**config.mk**
```make
export PLATFORM = sky130hd
export DESIGN_NAME = noc_output_arbiter_flat
export DESIGN_NICKNAME = d
export VERILOG_FILES = /design/src/rtl/noc_pkg.sv /design/src/rtl/noc_output_arbiter_if.sv /design/src/rtl/noc_output_arbiter_rr_pick.sv /design/src/rtl/noc_output_arbiter.sv /design/src/flat_wrapper.sv
export SDC_FILE = /design/constraint.sdc
export NUM_CORES = 1
export LEC_CHECK = 0
export BUFFER_PORTS_ARGS = -buffer_cell sky130_fd_sc_hd__clkbuf_2
export CORE_MARGIN = 2
export CORE_UTILIZATION = 34
export CTS_CLUSTER_DIAMETER = 50
export DETAILED_ROUTE_END_ITERATION = 10
export GPL_TIMING_DRIVEN = 0
export SETUP_SLACK_MARGIN = 0.3
export SYNTH_ARGS = -nofsm -noshare
export SYNTH_HDL_FRONTEND = slang
export SYNTH_SLANG_ARGS = --single-unit
```
**constraint.sdc**
```tcl
create_clock -name clk -period 6.9 [get_ports clk]
set_input_delay 2.07 -clock clk [delete_from_list [all_inputs] [get_ports clk]]
set_output_delay 2.07 -clock clk [all_outputs]
set_load 0.01 [all_outputs]
```
**src/rtl/noc_pkg.sv**
```systemverilog
// Shared NoC router constants: port indices and output-arbiter state encoding.
package noc_pkg;

    localparam int NUM_PORTS = 5;

    localparam int PORT_N = 0;
    localparam int PORT_E = 1;
    localparam int PORT_S = 2;
    localparam int PORT_W = 3;
    localparam int PORT_L = 4;

    typedef logic state_t;
    localparam state_t ST_IDLE  = 1'b0;
    localparam state_t ST_GRANT = 1'b1;

endpackage

```
**src/rtl/noc_output_arbiter_if.sv**
```systemverilog
// Request/grant bundle between input-buffer request logic and one output-port arbiter.
interface noc_output_arbiter_if #(
    parameter int NUM_REQ = noc_pkg::NUM_PORTS,
    parameter int SLICE_W = 6,
    parameter int ID_W    = $clog2(NUM_REQ)
) ();
    logic [NUM_REQ-1:0] req;
    logic [NUM_REQ-1:0] tail;
    logic               out_ready;
    logic [SLICE_W-1:0] slice_init;
    logic [NUM_REQ-1:0] grant;
    logic [ID_W-1:0]    grant_id;
    logic               fire;
    logic               busy;
    logic               expire;

    modport master (
        output req, tail, out_ready, slice_init,
        input  grant, grant_id, fire, busy, expire
    );

    modport slave (
        input  req, tail, out_ready, slice_init,
        output grant, grant_id, fire, busy, expire
    );
endinterface

```
**src/rtl/noc_output_arbiter_rr_pick.sv**
```systemverilog
// Combinational round-robin picker: first set req bit scanning ptr+1, ptr+2, ... modulo NUM_REQ.
module rr_pick #(
    parameter int NUM_REQ = 5,
    parameter int ID_W    = $clog2(NUM_REQ)
) (
    input  logic [NUM_REQ-1:0] req,
    input  logic [ID_W-1:0]    ptr,
    output logic [ID_W-1:0]    sel,
    output logic               any_req
);
    int idx;

    // Walk the scan order backwards so the last hit is the nearest one after ptr.
    always_comb begin
        sel     = '0;
        idx     = 0;
        any_req = |req;
        for (int k = NUM_REQ; k >= 1; k--) begin
            idx = (int'(ptr) + k) % NUM_REQ;
            if (req[idx]) begin
                sel = ID_W'(idx);
            end
        end
    end
endmodule

```
**src/rtl/noc_output_arbiter.sv**
```systemverilog
// Round-robin output-port arbiter: holds a grant for a whole packet, with a slice timer forcing release.
module noc_output_arbiter
    import noc_pkg::*;
#(
    parameter int NUM_REQ = NUM_PORTS,
    parameter int SLICE_W = 6,
    parameter int ID_W    = $clog2(NUM_REQ)
) (
    input logic                 clk,
    input logic                 rst,
    noc_output_arbiter_if.slave arb
);
    state_t             state_reg, state_next;
    logic [NUM_REQ-1:0] grant_reg, grant_next;
    logic [ID_W-1:0]    grant_id_reg, grant_id_next;
    logic [ID_W-1:0]    ptr_reg, ptr_next;
    logic [SLICE_W-1:0] timer_reg, timer_next;
    logic               expire_reg, expire_next;

    logic [ID_W-1:0]    sel;
    logic               any_req;
    logic               req_g, tail_g, fire, timer_max;
    logic               release_tail, release_force;

    rr_pick #(
        .NUM_REQ (NUM_REQ),
        .ID_W    (ID_W)
    ) u_pick (
        .req     (arb.req),
        .ptr     (ptr_reg),
        .sel     (sel),
        .any_req (any_req)
    );

    // grant_reg is one-hot in GRANT and zero in IDLE, so masking picks out the owner's bits.
    assign req_g         = |(grant_reg & arb.req);
    assign tail_g        = |(grant_reg & arb.tail);
    assign fire          = req_g & arb.out_ready;
    assign timer_max     = &timer_reg;
    assign release_tail  = fire & tail_g;
    assign release_force = fire & ~tail_g & timer_max;

    always_ff @(posedge clk or negedge rst) begin
        if (!rst) begin
            state_reg <= ST_IDLE;
        end else begin
            state_reg <= state_next;
        end
    end

    always_comb begin
        state_next = state_reg;
        case (state_reg)
            ST_IDLE: begin
                if (any_req) state_next = ST_GRANT;
            end
            default: begin
                if (!req_g || release_tail || release_force) state_next = ST_IDLE;
            end
        endcase
    end

    always_comb begin
        grant_next    = grant_reg;
        grant_id_next = grant_id_reg;
        ptr_next      = ptr_reg;
        timer_next    = timer_reg;
        expire_next   = 1'b0;
        case (state_reg)
            ST_IDLE: begin
                if (any_req) begin
                    grant_next    = {{(NUM_REQ-1){1'b0}}, 1'b1} << sel;
                    grant_id_next = sel;
                    ptr_next      = sel;
                    timer_next    = arb.slice_init;
                end
            end
            default: begin
                // A tail always wins over expiry; stalls leave the slice untouched.
                if (!req_g || release_tail) begin
                    grant_next = '0;
                end else if (release_force) begin
                    grant_next  = '0;
                    expire_next = 1'b1;
                end else if (fire) begin
                    timer_next = timer_reg + 1'b1;
                end
            end
        endcase
    end

    always_ff @(posedge clk or negedge rst) begin
        if (!rst) begin
            grant_reg    <= '0;
            grant_id_reg <= '0;
            ptr_reg      <= ID_W'(NUM_REQ - 1);
            timer_reg    <= '0;
            expire_reg   <= 1'b0;
        end else begin
            grant_reg    <= grant_next;
            grant_id_reg <= grant_id_next;
            ptr_reg      <= ptr_next;
            timer_reg    <= timer_next;
            expire_reg   <= expire_next;
        end
    end

    assign arb.grant    = grant_reg;
    assign arb.grant_id = grant_id_reg;
    assign arb.fire     = fire;
    assign arb.busy     = (state_reg == ST_GRANT);
    assign arb.expire   = expire_reg;
endmodule

```
**src/flat_wrapper.sv**
```systemverilog
// flat-port wrapper written by rule: the top's interface ports become plain ports
module noc_output_arbiter_flat import noc_pkg::*;
#(
    parameter int NUM_REQ = NUM_PORTS,
    parameter int SLICE_W = 6,
    parameter int ID_W    = $clog2(NUM_REQ)
)
  (clk, rst, arb_req, arb_tail, arb_out_ready, arb_slice_init, arb_grant, arb_grant_id, arb_fire, arb_busy, arb_expire);
  noc_output_arbiter_if #(.NUM_REQ(NUM_REQ), .SLICE_W(SLICE_W), .ID_W(ID_W)) arb_i ();
  input logic clk;
  input logic rst;
  input wire logic [$bits(arb_i.req)-1:0] arb_req;
  input wire logic [$bits(arb_i.tail)-1:0] arb_tail;
  input wire logic [$bits(arb_i.out_ready)-1:0] arb_out_ready;
  input wire logic [$bits(arb_i.slice_init)-1:0] arb_slice_init;
  output wire logic [$bits(arb_i.grant)-1:0] arb_grant;
  output wire logic [$bits(arb_i.grant_id)-1:0] arb_grant_id;
  output wire logic [$bits(arb_i.fire)-1:0] arb_fire;
  output wire logic [$bits(arb_i.busy)-1:0] arb_busy;
  output wire logic [$bits(arb_i.expire)-1:0] arb_expire;
  assign arb_i.req = arb_req;
  assign arb_i.tail = arb_tail;
  assign arb_i.out_ready = arb_out_ready;
  assign arb_i.slice_init = arb_slice_init;
  assign arb_grant = arb_i.grant;
  assign arb_grant_id = arb_i.grant_id;
  assign arb_fire = arb_i.fire;
  assign arb_busy = arb_i.busy;
  assign arb_expire = arb_i.expire;
  noc_output_arbiter #(.NUM_REQ(NUM_REQ), .SLICE_W(SLICE_W), .ID_W(ID_W)) u_core (.clk(clk), .rst(rst), .arb(arb_i));
endmodule
```
; Word-level counts from Yosys, hierarchy flattened
; Cells that the tools add are included.
[word_totals]
regBits = 19
inputBits = 19
out_inout_bits = 11
elab_cells = 81
[op_classes]
add_sub_neg = 6
div_mod_pow = 5
n_lt_le_gt_ge = 5
eq_ne = 4
shifts = 1
mux = 35
n_bitwise = 8
n_reduce_logical = 11
[op_table]
columns = op, count
row1 = $lt 32x5->1 const B, 5
row2 = $mod 32x4->32 const B, 5
row3 = $mux 6, 5
row4 = $mux 5, 4
row5 = $mux 1, 16
row6 = $bmux 1 s3, 5
row7 = $mux 3, 5
row8 = $reduce_or 5->1, 3
row9 = $and 5x5->5, 2
row10 = $add 3x2->4 const B, 2
row11 = $add 3x3->4 const B, 2
row12 = $add 6x1->6 const B, 1
row13 = $ne 2x2->1 const B, 3
row14 = $reduce_and 6->1, 1
row15 = $shl 1x3->5 const A, 1
row16 = $add 3x1->4 const B, 1
row17 = $and 1x1->1, 4
row18 = $reduce_and 2->1, 2
row19 = $reduce_and 4->1, 1
row20 = $ne 3x3->1 const B, 1
row21 = $logic_or 1x1->1, 2
row22 = $not 1->1, 2
row23 = $reduce_bool 2->1, 1
row24 = $logic_not 1->1, 1

; Depth between registers and ports, before layout
; Gate-level depths: netlist of the first run.
[logic_depth]
depth_word = 13
depth_mapped = 18
mapped_depth_nobuf = 16

; By module
; Synthesis of the first run repeated with hierarchy kept, for this count alone.
[hier_totals]
hier_cells = 332
hier_area_um2 = 2630.0
[modules_own_cells]
columns = mod, n_inst, cells_per_inst, area_per_inst_um2
row1 = rr_pick, 1, 231, 1682.9
row2 = noc_output_arbiter, 1, 101, 947.2

; Worst setup path after synthesis of the first run
; No wires, ideal clock.
[synth_timing]
path_kind = input to output
from = in arb_req[0]
to = out arb_fire
arrival_ns = 2.762
required_time_ns = 4.830
path_slack_ns = 2.068
stages = 5
path_buffers = 1
cell_sequence = buf_4 a222oi_1 nand2_1 nand2_1 inv_1
[synth_between]
elab_chain_len = 3
[synth_lines]
columns = element, line
row1 = from (decl), flat_wrapper.sv:12  ; input wire logic [$bits(arb_i.req)-1:0] arb_req;
row2 = $and 5x5->5, noc_output_arbiter.sv:36  ; assign req_g = |(grant_reg & arb.req);
row3 = $reduce_or 5->1, noc_output_arbiter.sv:36
row4 = $and 1x1->1, noc_output_arbiter.sv:38  ; assign fire = req_g & arb.out_ready;
row5 = to (decl), flat_wrapper.sv:18  ; output wire logic [$bits(arb_i.fire)-1:0] arb_fire;
; Every way passes these cells.

; Worst setup path in the final report of the first run
; Ends and elaborated chain as after synthesis.

==> flow_results.org, run 1 <==
** Critical path
- Data on the critical path arrives at its endpoint at 3.04 ns.
- The worst setup path is of the in2out kind.
- Source of the worst register-to-register timing path :: u_core.ptr_reg[1]
- STA classifies the critical path startpoint as an input port.
- At the worst endpoint, the required time is 4.83 ns.
- STA classifies the critical path endpoint as an output pin.
- Length in cells of the worst reg-to-reg path :: 16
- Worst-path maximum fanout :: 10
- The most critical setup path has its startpoint at arb_req[0].

** Global routing
- Entering global routing, the biggest net connects 18 pins.
- GRT Resource Usage Total :: 17.1%
- Global routing consumed, on the met2 layer, 30.1% of the routing resources.
- For this run, global-route usage on met1 was measured as 22.8%.
- Via count of the first global-routing pass :: 2493
- Most used routing layer :: met2
- Global routing finished with a remaining overflow of 0.
- Wire length of the first global-routing pass :: 11900 um
- For this run, global-route usage on met3 was measured as 2.38%.
- The number of antenna violations at the first check in global routing was 0.

** Clock tree
- At the later pin of the worst-skew pair, clock insertion delay measures 0.25 ns.
- Root Buffer Master :: sky130_fd_sc_hd__clkbuf_8
- CTS HTree Levels :: 1
- CTS resizes :: 0
- After clock tree synthesis, the flow added hold-fix buffers numbering 0.
- Clock transition time at the flip-flop clock pins of the worst setup and hold paths :: 0.07 ns
- TritonCTS built the clock tree.
- Sinks on Clock Net :: 17
- Number of clock buffers inserted by TritonCTS :: 3
- Setup repair bufs after CTS :: 0
- In this run the deepest clock path goes through 2 buffers.

** STA
- Finish-stage setup viols :: 0
- Measured against its own limit, the worst slew margin works out to 62.8%.
- Final critical-path share of the clock period :: 74.0%
- The max-slew violation count was 0.
- Hold Violations, Final :: 0
- Sum of negative setup slack :: 0 ns
- Setup repair after global routing missed its margin :: false
- Fmax :: 196 MHz
- On the final layout, the worst clock skew is 0.00407 ns.
- At the pin with the least slew margin, the transition time is 0.558 ns.
- The worst path needs 5.11 ns of the cycle, external delays included.

** Min path
- Critical hold path startpoint :: u_core.arb.grant_id[2]
- The worst hold path belongs to the class reg2reg.
- Worst Hold Path Cells :: 1

** Layout
- Final standard cell area without fillers :: 0.00295 mm2
- Fraction of layout instances using a drive strength above 1 :: 24.2%
- The top cell types in the final layout, fill and taps aside, are sky130_fd_sc_hd__nand2_1, sky130_fd_sc_hd__clkbuf_2, sky130_fd_sc_hd__inv_1.
- Leaving out fill and tap cells, the most frequent cell in the layout is sky130_fd_sc_hd__nand2_1.
- Number of flip-flops under the largest register name :: 6
- Compared with the post-synthesis result, the final layout area differs by 12.1%.
- The number of antenna diodes in the final layout is 0.
- The net count of the finished layout is 398.

** Routing
- After detailed routing, the number of remaining DRC violations is 0.
- Once detail routing completed, the nets flagged for antenna violations numbered 0.
- The detailed router placed 2537 vias in this run.
- Pre-Repair DR Iteration Count :: 4
- After detailed routing, the total wire length is 6980 um.
- Average wire length per cell after detail routing :: 15.3 um
- After the first detailed-routing iteration, the DRC count stood at 128.
- In the routed layout, each cell is associated on average with a via count of 5.55.

** Run status
- The flow ran to the end, and the final reports show no timing, DRC or antenna violations.

** Synth
- The synthesized design contains 0 enable-type register cells.
- By area the synthesized netlist is led by sky130_fd_sc_hd__dfrtp_1, sky130_fd_sc_hd__ha_1, sky130_fd_sc_hd__nand2_1.
- Synth unique cells :: 82
- Most area-hungry cell type in the Yosys netlist :: sky130_fd_sc_hd__dfrtp_1
- Proportion of synthesized flip-flops having asynchronous set or reset :: 100%
- Post-Synthesis Cell Area :: 0.00263 mm2
- The number of nets in the synthesized netlist is 364.
- In the synthesized netlist the dominant register cell turns out to be sky130_fd_sc_hd__dfrtp_1.
- In the synthesized netlist, the number of instances is 322.
- Ys Warns :: 0
- Summed over its instances, the top area cell type makes up 15.2% of the synthesized netlist area.
- Synthesis inferred 17 register bits.
- Of the synthesized area, sequential elements account for 16.2%.
- Averaged over all synthesized cells, the footprint is 8.16 um2.

** Floorplan
- During I/O placement, the number of pins put on the boundary was 30.
- Number of cell rows :: 32
- Core Area :: 0.00761 mm2
- The die covers 0.00845 mm2.
- Horiz. Die Dim :: 91.9 um
- For this configuration, the core starts out at a cell density of 34.6%.
- From bottom edge to top edge, the die measures 91.9 um.

** Power and ir drop
- Worst voltage drop across the vdd grid :: 0.000157 V
- Power Dens Cells :: 561 mW/mm2
- Leakage Power :: 1.30 nW

** Flow run
- Max-cap violations in this run came to 0.

** Place
- The congestion estimate from routability-driven global placement came to 0.879.
- Detailed placement finished with a half-perimeter wire length of 5410 um.
- Buffers on Ports :: 29
- Instance area after placement :: 0.00290 mm2
-- critical path, stage by stage --
cell	delay (ns)
sky130_fd_sc_hd__clkbuf_2	0.09
sky130_fd_sc_hd__buf_4	0.17
sky130_fd_sc_hd__a222oi_1	0.31
sky130_fd_sc_hd__nand2_1	0.12
sky130_fd_sc_hd__nand2_1	0.12
sky130_fd_sc_hd__inv_1	0.04
sky130_fd_sc_hd__clkbuf_2	0.12
-- final timing paths --
path | end | slack, ns
setup reg to reg | u_core.ptr_reg[0] | 2.06
min in group asynchronous | u_core.arb.grant_id[2] | 1.75
max in group asynchronous | u_core.ptr_reg[2] | 4.81
hold reg to reg | u_core.arb.grant_id[2] | 0.50
hold / removal | u_core.arb.grant_id[2] | 0.50
setup / recovery | arb_fire | 1.79
-- per-stage QoR --
step	utilization, %	setup WS [ns]	hold slack, ns	instances	power [W]
after floorplan	-	2.07	0.514	322	0.00129
after global placement	38.1	1.79	0.466	453	0.00154
after detailed placement	38.1	1.79	0.483	453	0.00157
after CTS	38.7	1.77	0.506	457	0.00165
after global routing	38.7	1.61	0.520	457	0.00182
final	38.7	1.79	0.497	457	0.00165
-- per-layer routing --
| layer | wire, um | part of all wire, % | up-vias |
|---|---|---|---|
| met2 | 3380 | 49 | 63 |
| met4 | 46 | 0.66 | 0 |
| met3 | 306 | 4.4 | 8 |
| met1 | 3240 | 46 | 1210 |
| li1 | - | - | 1256 |
| met5 | 0 | 0 | - |
-- synth_stat cells (6+ instances only) --
cell type                  number
sky130_fd_sc_hd__nand2_1       30
sky130_fd_sc_hd__inv_1         26
sky130_fd_sc_hd__ha_1          23
sky130_fd_sc_hd__o21ai_0       20
sky130_fd_sc_hd__a21oi_1       19
sky130_fd_sc_hd__dfrtp_1       16
sky130_fd_sc_hd__nor2_1        14
sky130_fd_sc_hd__o22ai_1        9
sky130_fd_sc_hd__mux2i_1        8
sky130_fd_sc_hd__nand3_1        8
sky130_fd_sc_hd__o211ai_1       7
sky130_fd_sc_hd__and3_1         6
sky130_fd_sc_hd__buf_2          6
-- power by group --
group / switching (W) / total, W / internal [W]
Combinational: 0.000801 / 0.00140 / 0.000597
Clock: 0.0000340 / 0.0000750 / 0.0000410
Sequential: 0.0000417 / 0.000180 / 0.000139
Total: 0.000877 / 0.00165 / 0.000777
-- cell families after synthesis --
logic type,synth area share [%]
AND/OR/NAND/NOR,22.2
flip-flops,16.2
multiplexers,7.33
XOR/XNOR,3.52
adder cells (fa/ha/maj),10.9
AO/OA/AOI/OAI,31.2
buffers and inverters,8.62
-- final cells by class --
class                           instances  area (um2)
Fill cell                             816        4660
Sequential cell                        17         427
Timing Repair Buffer                   29         145
Buffer                                 19         121
Inverter                               28         105
Clock buffer                            4        45.0
Tap cell                              102         128
Multi-Input combinational cell        258        1980
No activity file was read; power rests on OpenSTA's default activity.
==> inputs of run 2 (changes only) <==
clock period = 4.7 ns   (was 6.9 ns; I/O delays follow)
==> flow_results.org, run 2 (synthesis gave the netlist of run 1 again) <==
** Routing
- DRC marker count from the first detailed-route iteration :: 120
- Residual DRC count :: 0
- Pre-Repair DR Iteration Count :: 4
- Post-detailed-route via-to-cell ratio :: 5.52
- For this block, the via count after detailed routing is 2539.
- Count of nets left with antenna violations after detail routing :: 0
- After detailed routing, the average wire length per cell comes to 15.5 um.
- Overall routed net length :: 7130 um

** STA
- Setup repair after global routing left no endpoint under its margin.
- Minimum hold slack :: 0.497 ns
- Timing would allow up to 237 MHz.
- Final critical-path share of the clock period :: 89.9%
- Finish-stage setup viols :: 0
- The worst pin sits at a relative slew slack of 63.2%.
- Final count of pins violating max slew :: 0
- Transition time at the pin with the least slew margin :: 0.552 ns
- Post-Route Skew :: 0.00400 ns
- Minimum clock period after layout :: 4.23 ns
- The number of failing hold endpoints at the final stage came to 0.

** Min path
- Hold Path Class :: reg2reg

** Flow run
- Max-cap violations in this run came to 0.

** Power and ir drop
- The analysis attributes to cell leakage a power of 1.33 nW.
- Worst voltage drop across the vdd grid :: 0.000233 V
- Power Dens Cells :: 846 mW/mm2

** Layout
- In the final layout, the share of cells above drive strength 1 is 28.8%.
- The net count of the finished layout is 401.
- The top cell types in the final layout, fill and taps aside, are sky130_fd_sc_hd__nand2_1, sky130_fd_sc_hd__clkbuf_2, sky130_fd_sc_hd__inv_1.
- Area growth from synthesis to final layout :: 17.0%
- Final standard cell area without fillers :: 0.00308 mm2
- The register with the most flip-flops in the layout has 6 of them.
- Most frequent standard cell in the layout excluding fill and tap cells :: sky130_fd_sc_hd__nand2_1
- 0 antenna diodes ended up in the layout.

** Run status
- The flow ran to the end, and the final reports show no timing, DRC or antenna violations.

** Global routing
- Via count of the first global-routing pass :: 2495
- For this run, the total global-route usage over all layers was measured as 17.1%.
- Largest net degree at the start of global routing :: 18
- Antenna violations before repair :: 0
- The first global-routing pass estimated 12000 um of wire.
- Congestion Overflow GR :: 0

** Floorplan
- The region available for standard cell placement spans 0.00761 mm2.
- Number of ports placed on the die boundary :: 30
- Number of cell rows :: 32
- The die is 91.9 um wide.
- Die Footprint :: 0.00845 mm2
- For this configuration, the core starts out at a cell density of 34.6%.
- Height of the die :: 91.9 um

** Place
- Final weighted congestion of routability-driven global placement :: 0.879
- Hpwl dp :: 5410 um
- Buffers on Ports :: 29
- Instance area after placement :: 0.00290 mm2

** Clock tree
- Number of clock buffers inserted by TritonCTS :: 3
- In this run the number of H-tree levels came out at 1.
- Sinks on Clock Net :: 17
- Clock transition time at the flip-flop clock pins of the worst setup and hold paths :: 0.07 ns
- Root Buffer Master :: sky130_fd_sc_hd__clkbuf_8
- TritonCTS built the clock tree.
- Worst-skew pair later-pin latency :: 0.25 ns
- Number of buffers between clock root and the deepest sink :: 2
- In this run, post-CTS hold repair placed 0 buffers.

** Critical path
- The worst setup path is launched from a register.
- The worst setup path is captured at a register.
- Worst Path Required :: 4.86 ns
- Signal arrival time at the worst endpoint :: 4.39 ns
- Worst-path maximum fanout :: 10
- The critical path in this run is classified as reg2reg.
run 2: per-layer routing:
layer | wire length (um) | track usage, % | part of all wire [%] | up-vias
met5 | 0 | 0 | 0 | -
met4 | 43 | 1.99 | 0.60 | 0
met3 | 260 | 2.38 | 3.6 | 6
met2 | 3490 | 30.4 | 49 | 55
met1 | 3340 | 22.8 | 47 | 1210
li1 | - | - | - | 1268
run 2: path summary, 6_finish.rpt:
kind / endpoint / startpoint / cells after the start / slack (ns)
setup reg to reg: u_core.arb.grant[2] / u_core.ptr_reg[1] / 16 / 0.47
hold / removal: u_core.arb.grant_id[2] / u_core.arb.grant_id[2] / 1 / 0.50
hold reg to reg: u_core.arb.grant_id[2] / u_core.arb.grant_id[2] / 1 / 0.50
setup / recovery: u_core.arb.grant[2] / u_core.ptr_reg[1] / 16 / 0.47
max in group asynchronous: u_core.ptr_reg[2] / rst / 1 / 3.27
min in group asynchronous: u_core.arb.grant_id[2] / rst / 1 / 1.09
run 2: power breakdown:
group	total [W]	leakage, nW	internal, W	switching, W
Sequential	0.000255	0.212	0.000206	0.0000496
Clock	0.000110	0.0228	0.0000602	0.0000499
Combinational	0.00224	1.10	0.000971	0.00127
run 2: final cells by class:
cell class | instances | area (um2)
repair buffers | 32 | 168
plain buffers | 19 | 141
clock buffers | 4 | 45.0
inverters | 28 | 105
multi-input cells | 258 | 2060
well taps | 102 | 128
flip-flops and latches | 17 | 429
fillers | 806 | 4530
run 2: what timing repair did:
action,4_1_cts,5_1_grt
gates resized for setup,12,15
setup buffers,0,3
endpoints found under the setup margin,9,9
pin swaps,2,4
run 2: per-stage QoR:
step	instances	power, W	worst slack, ns	util [%]	TNS, ns
2_1_floorplan	322	0.00190	0.572	-	0
3_3_place_gp	453	0.00227	-0.0496	38.1	-0.129
3_5_place_dp	453	0.00230	-0.117	38.1	-0.403
4_1_cts	457	0.00249	0.320	39.4	0
5_1_grt	460	0.00284	0.294	40.4	0
6_report	460	0.00260	0.474	40.4	0
run 2: worst max-delay path: stages, from the launching register on:
cell and delay [ns]:
sky130_fd_sc_hd__dfrtp_2 0.39, sky130_fd_sc_hd__clkbuf_4 0.20, sky130_fd_sc_hd__inv_1 0.13, sky130_fd_sc_hd__ha_1 0.28, sky130_fd_sc_hd__a21oi_2 0.20, sky130_fd_sc_hd__buf_4 0.19, sky130_fd_sc_hd__inv_1 0.10, sky130_fd_sc_hd__ha_1 0.32
sky130_fd_sc_hd__or2b_1 0.25, sky130_fd_sc_hd__a2111o_1 0.43, sky130_fd_sc_hd__and2_2 0.21, sky130_fd_sc_hd__nand3_1 0.10, sky130_fd_sc_hd__a21oi_1 0.13, sky130_fd_sc_hd__o31ai_4 0.34, sky130_fd_sc_hd__mux2_2 0.38, sky130_fd_sc_hd__o21a_1 0.23
sky130_fd_sc_hd__o32ai_2 0.26
